==> src/rtl/fetch_queue.sv <==
// Instruction-fetch front end: owns the fetch PC, keeps one request outstanding, and buffers
// returned words in a DEPTH-entry FIFO. Define FETCHQ_BYPASS_EN for a same-cycle empty-FIFO bypass.
module fetch_queue #(
  parameter int unsigned DATA_W   = 16,
  parameter int unsigned ADDR_W   = 16,
  parameter int unsigned DEPTH    = 4,
  parameter int unsigned PC_STEP  = 2,
  parameter int unsigned RESET_PC = 0
) (
  input  logic                       clk,
  input  logic                       rst_n,
  output logic                       imem_req,
  output logic [ADDR_W-1:0]          imem_addr,
  input  logic                       imem_rvalid,
  input  logic [DATA_W-1:0]          imem_rdata,
  input  logic                       redirect,
  input  logic [ADDR_W-1:0]          redirect_pc,
  output logic                       out_valid,
  input  logic                       out_ready,
  output logic [DATA_W-1:0]          out_instr,
  output logic [ADDR_W-1:0]          out_pc,
  output logic [$clog2(DEPTH+1)-1:0] count,
  output logic                       halted
);

  localparam int unsigned CntW = $clog2(DEPTH + 1);
  localparam int unsigned PtrW = $clog2(DEPTH);
  localparam logic [CntW-1:0]   Full   = CntW'(DEPTH);
  localparam logic [CntW-1:0]   FullM1 = CntW'(DEPTH - 1);
  localparam logic [ADDR_W-1:0] Step   = ADDR_W'(PC_STEP);
  localparam logic [ADDR_W-1:0] RstPc  = ADDR_W'(RESET_PC);

  typedef enum logic [1:0] {StFetch, StWait, StDrain, StHalt} state_e;

  state_e            state_q, state_d;
  logic [ADDR_W-1:0] pc_q, pc_d;
  logic [ADDR_W-1:0] addr_q, addr_d;
  logic [CntW-1:0]   cnt_q, cnt_d;
  logic [PtrW-1:0]   wptr_q, wptr_d, rptr_q, rptr_d;
  logic              halted_q, halted_d;

  logic [DATA_W-1:0] instr_mem [DEPTH];
  logic [ADDR_W-1:0] pc_mem    [DEPTH];

  logic rsp_wait, rsp_halt, push, store, pop, empty, space, issue, byp;

  always_comb begin
    rsp_wait = (state_q == StWait) && imem_rvalid;
    rsp_halt = &imem_rdata[DATA_W-1:DATA_W-4];
    push     = rsp_wait && !redirect;
    empty    = (cnt_q == '0);
`ifdef FETCHQ_BYPASS_EN
    byp      = empty && push && rst_n;
`else
    byp      = 1'b0;
`endif
    // A bypassed word consumed in the same cycle never occupies a slot.
    store    = push && !(byp && out_ready);
    pop      = out_ready && !empty;
    // A pop in this cycle is deliberately not credited to the space check.
    space    = push ? (cnt_q < FullM1) : (cnt_q < Full);
    issue    = rst_n && !redirect && space &&
               ((state_q == StFetch) || (rsp_wait && !rsp_halt));
  end

  assign imem_req  = issue;
  assign imem_addr = rst_n ? pc_q : RstPc;
  assign count     = cnt_q;
  assign halted    = halted_q;

  always_comb begin
    out_valid = !empty || byp;
    out_instr = '0;
    out_pc    = '0;
    if (!empty) begin
      out_instr = instr_mem[rptr_q];
      out_pc    = pc_mem[rptr_q];
    end else if (byp) begin
      out_instr = imem_rdata;
      out_pc    = addr_q + Step;
    end
  end

  always_comb begin
    state_d  = state_q;
    pc_d     = pc_q;
    addr_d   = addr_q;
    cnt_d    = cnt_q;
    wptr_d   = wptr_q;
    rptr_d   = rptr_q;
    halted_d = halted_q;
    if (redirect) begin
      pc_d     = redirect_pc;
      cnt_d    = '0;
      wptr_d   = '0;
      rptr_d   = '0;
      halted_d = 1'b0;
      // An outstanding response not yet returned must be swallowed before refetching.
      if (((state_q == StWait) || (state_q == StDrain)) && !imem_rvalid) begin
        state_d = StDrain;
      end else begin
        state_d = StFetch;
      end
    end else begin
      if (issue) begin
        pc_d   = pc_q + Step;
        addr_d = pc_q;
      end
      if (store) wptr_d = wptr_q + PtrW'(1);
      if (pop)   rptr_d = rptr_q + PtrW'(1);
      if (store && !pop)      cnt_d = cnt_q + CntW'(1);
      else if (!store && pop) cnt_d = cnt_q - CntW'(1);
      unique case (state_q)
        StFetch: if (issue) state_d = StWait;
        StWait: begin
          if (imem_rvalid) begin
            if (rsp_halt) begin
              state_d  = StHalt;
              halted_d = 1'b1;
            end else begin
              state_d = issue ? StWait : StFetch;
            end
          end
        end
        StDrain: if (imem_rvalid) state_d = StFetch;
        StHalt:  state_d = StHalt;
        default: state_d = StFetch;
      endcase
    end
  end

  always_ff @(posedge clk) begin
    if (!rst_n) begin
      state_q  <= StFetch;
      pc_q     <= RstPc;
      addr_q   <= RstPc;
      cnt_q    <= '0;
      wptr_q   <= '0;
      rptr_q   <= '0;
      halted_q <= 1'b0;
    end else begin
      state_q  <= state_d;
      pc_q     <= pc_d;
      addr_q   <= addr_d;
      cnt_q    <= cnt_d;
      wptr_q   <= wptr_d;
      rptr_q   <= rptr_d;
      halted_q <= halted_d;
    end
  end

  always_ff @(posedge clk) begin
    if (rst_n && store) begin
      instr_mem[wptr_q] <= imem_rdata;
      pc_mem[wptr_q]    <= addr_q + Step;
    end
  end

endmodule

==> config.mk <==
export PLATFORM = sky130hd
export DESIGN_NAME = fetch_queue
export DESIGN_NICKNAME = d
export VERILOG_FILES = /design/src/rtl/fetch_queue.sv
export SDC_FILE = /design/constraint.sdc
export NUM_CORES = 1
export LEC_CHECK = 0
export BUFFER_PORTS_ARGS = -buffer_cell sky130_fd_sc_hd__buf_2
export CAP_MARGIN = 40
export CORE_ASPECT_RATIO = 0.75
export CORE_MARGIN = 3
export CORE_UTILIZATION = 45
export DETAILED_ROUTE_END_ITERATION = 10
export PLACE_DENSITY = 0.69
export SYNTH_ARGS = -nofsm -noshare
export SYNTH_HDL_FRONTEND = slang
export SYNTH_SLANG_ARGS = --single-unit
==> constraint.sdc <==
create_clock -name clk -period 5 [get_ports clk]
set_input_delay 0.5 -clock clk [delete_from_list [all_inputs] [get_ports clk]]
set_output_delay 0.5 -clock clk [all_outputs]
set_load 0.03 [all_outputs]
==> After elaboration in Yosys (flattened, before gate mapping) <==
Memories as Yosys holds them, arrays and structs flattened. A register that Yosys moved wholly into a read port is not among the register bits.
Index checks and enable logic that the tools add are counted.
{ "classes": {"mux": 22, "n_reduce_logical": 28, "n_eq_ne": 6, "order_cmp": 2, "bitwise": 2, "n_addsub": 6} }
{ "ops": {"columns": ["operator", "n"], "rows": [
  ["$mux 16", 5],
  ["$add 16x2->16 const B", 2],
  ["$mux 2", 10],
  ["$logic_and 1x1->1", 11],
  ["$ne 3x3->1 const B", 3],
  ["$pmux 2 s4", 1],
  ["$logic_not 1->1", 6],
  ["$mux 3", 2],
  ["$reduce_and 6->1", 1],
  ["$add 2x1->2 const B", 2],
  ["$eq 2x2->1 const B", 2],
  ["$mux 1", 4],
  ["$reduce_and 4->1", 1],
  ["$reduce_bool 2->1", 2],
  ["$add 3x1->3 const B", 1],
  ["$logic_not 3->1", 1],
  ["$lt 3x2->1 const B", 1],
  ["$lt 3x3->1 const B", 1],
  ["$reduce_and 3->1", 1],
  ["$sub 3x1->3 const B", 1],
  ["$eq 2x1->1 const B", 1],
  ["$logic_not 2->1", 1],
  ["$logic_or 1x1->1", 2],
  ["$not 1->1", 2],
  ["other kinds (2)", 2]
]} }
{ "word_totals": {"ram_bits": 128, "mem_count": 2, "regBits": 42, "in_bits": 37} }
{ "mem_list": {"columns": ["name", "depth", "width", "rd", "rd_clocked_by_memory_dff", "wr", "line", "text"], "rows": [
  ["instr_mem", 4, 16, 1, 1, 1, "42", "logic [DATA_W-1:0] instr_mem [DEPTH];"],
  ["pc_mem", 4, 16, 1, 1, 1, "43", "logic [ADDR_W-1:0] pc_mem [DEPTH];"]
]} }

==> Logic depth before layout (Yosys ltp) <==
{ "depth": {"ltp_word": 11, "ltp_mapped": 10, "mapped_depth_nobuf": 10} }

==> Least setup slack after synthesis <==
No wires, ideal clock.
{ "synth_timing": {"kind": "reg-to-reg", "from": "register cnt_q[0], in the netlist count[0]", "to": "register cnt_q[2], in the netlist count[2]", "t_required_ns": 4.929, "period_less_slack_ns": 2.339, "setup_slack_ns": 2.661, "n_path_buf": 1, "arrival_time_ns": 2.268, "path_stages_with_launch": 10, "cell_sequence": "dfxtp_1 > or3_1 > clkbuf_1 > nand2_1 > ha_1 > inv_1 > fa_1 > xor2_1 > or3_1 > a21oi_1"} }
{ "synth_between": {"elab_chain_len": 6, "elab_cells_between_ends": 11} }
{ "synth_lines": {"columns": ["element", "line", "text"], "rows": [
  ["from (decl)", "38", "logic [CntW-1:0] cnt_q, cnt_d;"],
  ["from (signal assigned)", "145", "cnt_q <= cnt_d;"],
  ["branches (longest 6 deep; another with $sub 3x1->3)", null, null]
]} }
Parallel ways; which one is timed is not known. The select of a mux whose other input is x is not followed.
A chain may end at the register's enable or synchronous reset.

==> impl_results.md <==
* Core Rows at 40
* Top post-synthesis cells by area: edfxtp_1 51%, dfxtp_1 12%, mux4_2 9.7%
* Post-synth top cells: 128 x edfxtp_1, 50 x and2_1, 44 x dfxtp_1
* Worst min path class: in2reg
* Global-route usage over all layers at 18.0%
* Die footprint at 18,200 µm²
* Leakage at 3.14 nW
* Setup crit end: out_pc[4]
* EDFF count, synth at 128
* Max-Cap Viols at 0
* CP required at 4.50 ns
* Total iterations of the first detailed-routing run at 5
* DRC at 0
* Post-detail-place hpwl at 10.6 mm
* Critical Path Fanout Max at 20
* Mean routed wirelength per cell at 19.3 µm
* Data arrival time of the worst path at 2.53 ns
* Die W at 155 µm
* Synth top area share at around 50%
* Starting density of the core at approximately 46%
* Die H at roughly 120 µm
* IO buf count at 90
* Worst VDD drop at 251 µV
* Post-synthesis compound-gate area fraction at 6.75%
* CTS tree: built
* DRT antenna net count at 0
* Synth Area per Inst at 14.2 µm²
* Post-Synth Adder-Cell Area at under 10%
* Total gr overflow at 0
* Fmax at 330 MHz
* Hold_sp: imem_rdata[2]
* Largest family of logic cells by synthesized area: simple AND/OR/NAND/NOR gates
* Hold buffers post-CTS at 0
* Dominant cell by count in the synthesized netlist: edfxtp_1
* Initial antenna violation count at 0
* Syn_nets at 573
* Final net count at 664
* Final worst-path cycle share at about 61%
* Layout cell share with drive strength beyond 1 at ~28%
* H-tree lvl count at 4
* Design area at 8750 µm²
* CTS Sinks at 172
* Minimum clock period at about 3.0 ns
* Setup_tns at 0 ns
* Startpoint types: flip-flop
* Final Hold Vio Count at 0
* Unrepaired setup endpoints after global routing: no
* Via count at between 4,000 and 5,000
* RePlAce Congestion at 0.839
* Root buffer cell: clkbuf_16
* Synth area leader: edfxtp_1
* Drt via density at 5.62
* Setup slack, reg-to-reg at around 2.5 ns
* CTS Buffer Depth at 2
* Worst R2R Path Depth at 9
* Largest net degree at the start of global routing at 50
* Syn-to-layout area delta at 17.2%
* Crit-path slowest cell: dfxtp_2
* Area of the mapped netlist at 7460 µm²
* DRT iter0 DRCs at 415
* CP max stage delay at ~0.79 ns
* Setup Skew at 0.00837 ns
* Post-Place Cells at 806
* IO Pins at 91
* Final setup violation count at 0
* # Post-CTS Setup Buffers at 0
* Crit. End Element: output pin
* Global-route wire length before repair at 25.5 mm
* Inserted Diodes at 0
* Slew Limit Headroom at 41.2%
* Post-Synth Simple-Gate Area at 13.1%
* Fin. max-slew vios at 0
* Cells after synthesis at 524
* Worst-margin pin slew at between 0.8 and 0.9 ns
* Unique masters post-synth at 58
* R2r startpoint: count[2]$_SDFFE_PP0P_
* Bufs and invs on worst path at 2
* Post-synthesis mux area share at 10.1%
* Critical path type: reg2out
* Post-Place Cell Area at slightly above 8000 µm²
* Sequential element share of the synthesized area at roughly 63%
* Worst-path clk slew at ~0.06 ns
* Clock latency on the worst-skew pair at ~0.42 ns
* Asr flop ratio synth at 0%
* Pwr per Cell Area at 365 nW/µm²
* Crit path max-delay family: flip-flops
* Cells along the critical path: buf_4 > mux4_2 > and2_1 > buf_2
* Synthesized flop and latch total at about 170
* Outcome: finished clean
* Core ar. at 16,100 µm²
* Routed WL at roughly 16 mm
* Worst r2r dst: count[2]$_SDFFE_PP0P_
* Ys Warns at 0
* Crit. path cell count at 4
* Number of global-route vias before repair at roughly 4,700
* Total CTS buffers at 17
* Xor/xnor share of the synthesized area at 2.11%
* Finished Layout Cells at 838
* Resized cells post-CTS at 0
* Ys flop type: edfxtp_1
## flip-flops by register name, indices dropped and copies added, names as in the netlist, named ones only
| name | count |
|---|---|
| wptr_q | 2 |
| state_q | 2 |
| addr_q | 16 |
| rptr_q | 2 |
| count | 3 |
| pc_mem | 64 |
| instr_mem | 64 |
| halted | 1 |
| pc_q | 16 |
## area by class of cell
class / count / area (µm²)
fill: 1356 / 7370
sequential: 172 / 4730
multi-input combinational: 310 / 2550
inverter: 11 / 41.3
timing repair buffer: 103 / 563
clock buffer: 20 / 437
tap: 210 / 263
clock inverter: 12 / 170
## worst register-to-register path: stages (launching register included)
cell and delay (ns):
dfxtp_1 0.37, or3_1 0.38, buf_4 0.25, nand2_1 0.17, ha_1 0.20, inv_1 0.06, fa_1 0.37, xor2_1 0.18
or3_1 0.30, a21oi_1 0.13
## power by group
part / switching (mW) / total (mW) / internal, mW / leakage, nW
sequential: 0.0309 / 1.59 / 1.56 / 1.53
clock: 0.516 / 1.35 / 0.833 / 0.288
combinational: 0.169 / 0.253 / 0.0836 / 1.32
total: 0.716 / 3.19 / 2.48 / 3.14
## kinds of logic (layout without fill, tap and decap cells)
kind of cell | count (synthesis) | count (layout)
flip-flops | 172 | 172
AND/OR/NAND/NOR | 170 | 170
AO/OA/AOI/OAI | 75 | 75
buffers and inverters | 42 | 146
multiplexers | 35 | 35
XOR/XNOR | 18 | 18
adder cells (fa/ha/maj) | 12 | 12
## metrics by stage
step	worst slack [ns]	utilization (%)	hold WS, ns	total power [mW]
floorplan	2.66	-	0.441	1.79
detailed placement	2.07	50.5	0.460	1.87
global route	1.76	54.3	0.296	3.30
CTS	1.88	54.3	0.297	3.21
global placement	2.08	50.3	0.459	1.86
finish	1.97	54.3	0.308	3.19
## layout by cell type (no fill, tap or decap), types with 2 or more instances in the layout
master,instances
o21ai_1,15
ha_1,11
buf_4,11
mux2i_1,3
a31oi_1,11
xor2_1,9
clkbuf_1,3
xnor2_1,9
dfxtp_1,43
and4_1,4
edfxtp_1,128
clkinvlp_4,3
mux4_2,32
nor2b_1,2
nor3_1,5
or4_1,7
o31ai_1,8
a21oi_1,5
o21ai_0,17
a311oi_1,2
and2_1,50
buf_2,90
or3_1,7
nand2_1,28
nand3_1,14
and3_1,6
inv_1,11
nand4_1,22
clkbuf_16,17
nor2_1,16
clkinv_2,3
bufinv_16,4
buf_8,2
## routing by layer
metal  vias up  wire length (µm)  part of all wire [%]  global-route usage [%]
li1       2206                 -                     -                       -
met1      2330              7360                    46                    25.6
met4         0               148                  0.92                    3.92
met3        14               951                   5.9                    4.59
met2       157              7700                    48                    28.2
met5         -                 0                     0                       0
## worst min path at each step
stage / to / slack [ns] / cells past startpoint
finish: instr_mem[1][2]$_DFFE_PP_ / 0.31 / 1
global placement: addr_q[15]$_SDFFE_PN0P_ / 0.46 / 2
detailed placement: addr_q[15]$_SDFFE_PN0P_ / 0.46 / 2
floorplan: addr_q[15]$_SDFFE_PN0P_ / 0.44 / 2
global route: instr_mem[1][10]$_DFFE_PP_ / 0.30 / 1
CTS: instr_mem[2][10]$_DFFE_PP_ / 0.30 / 1
Power figures use the tool's default switching activity.
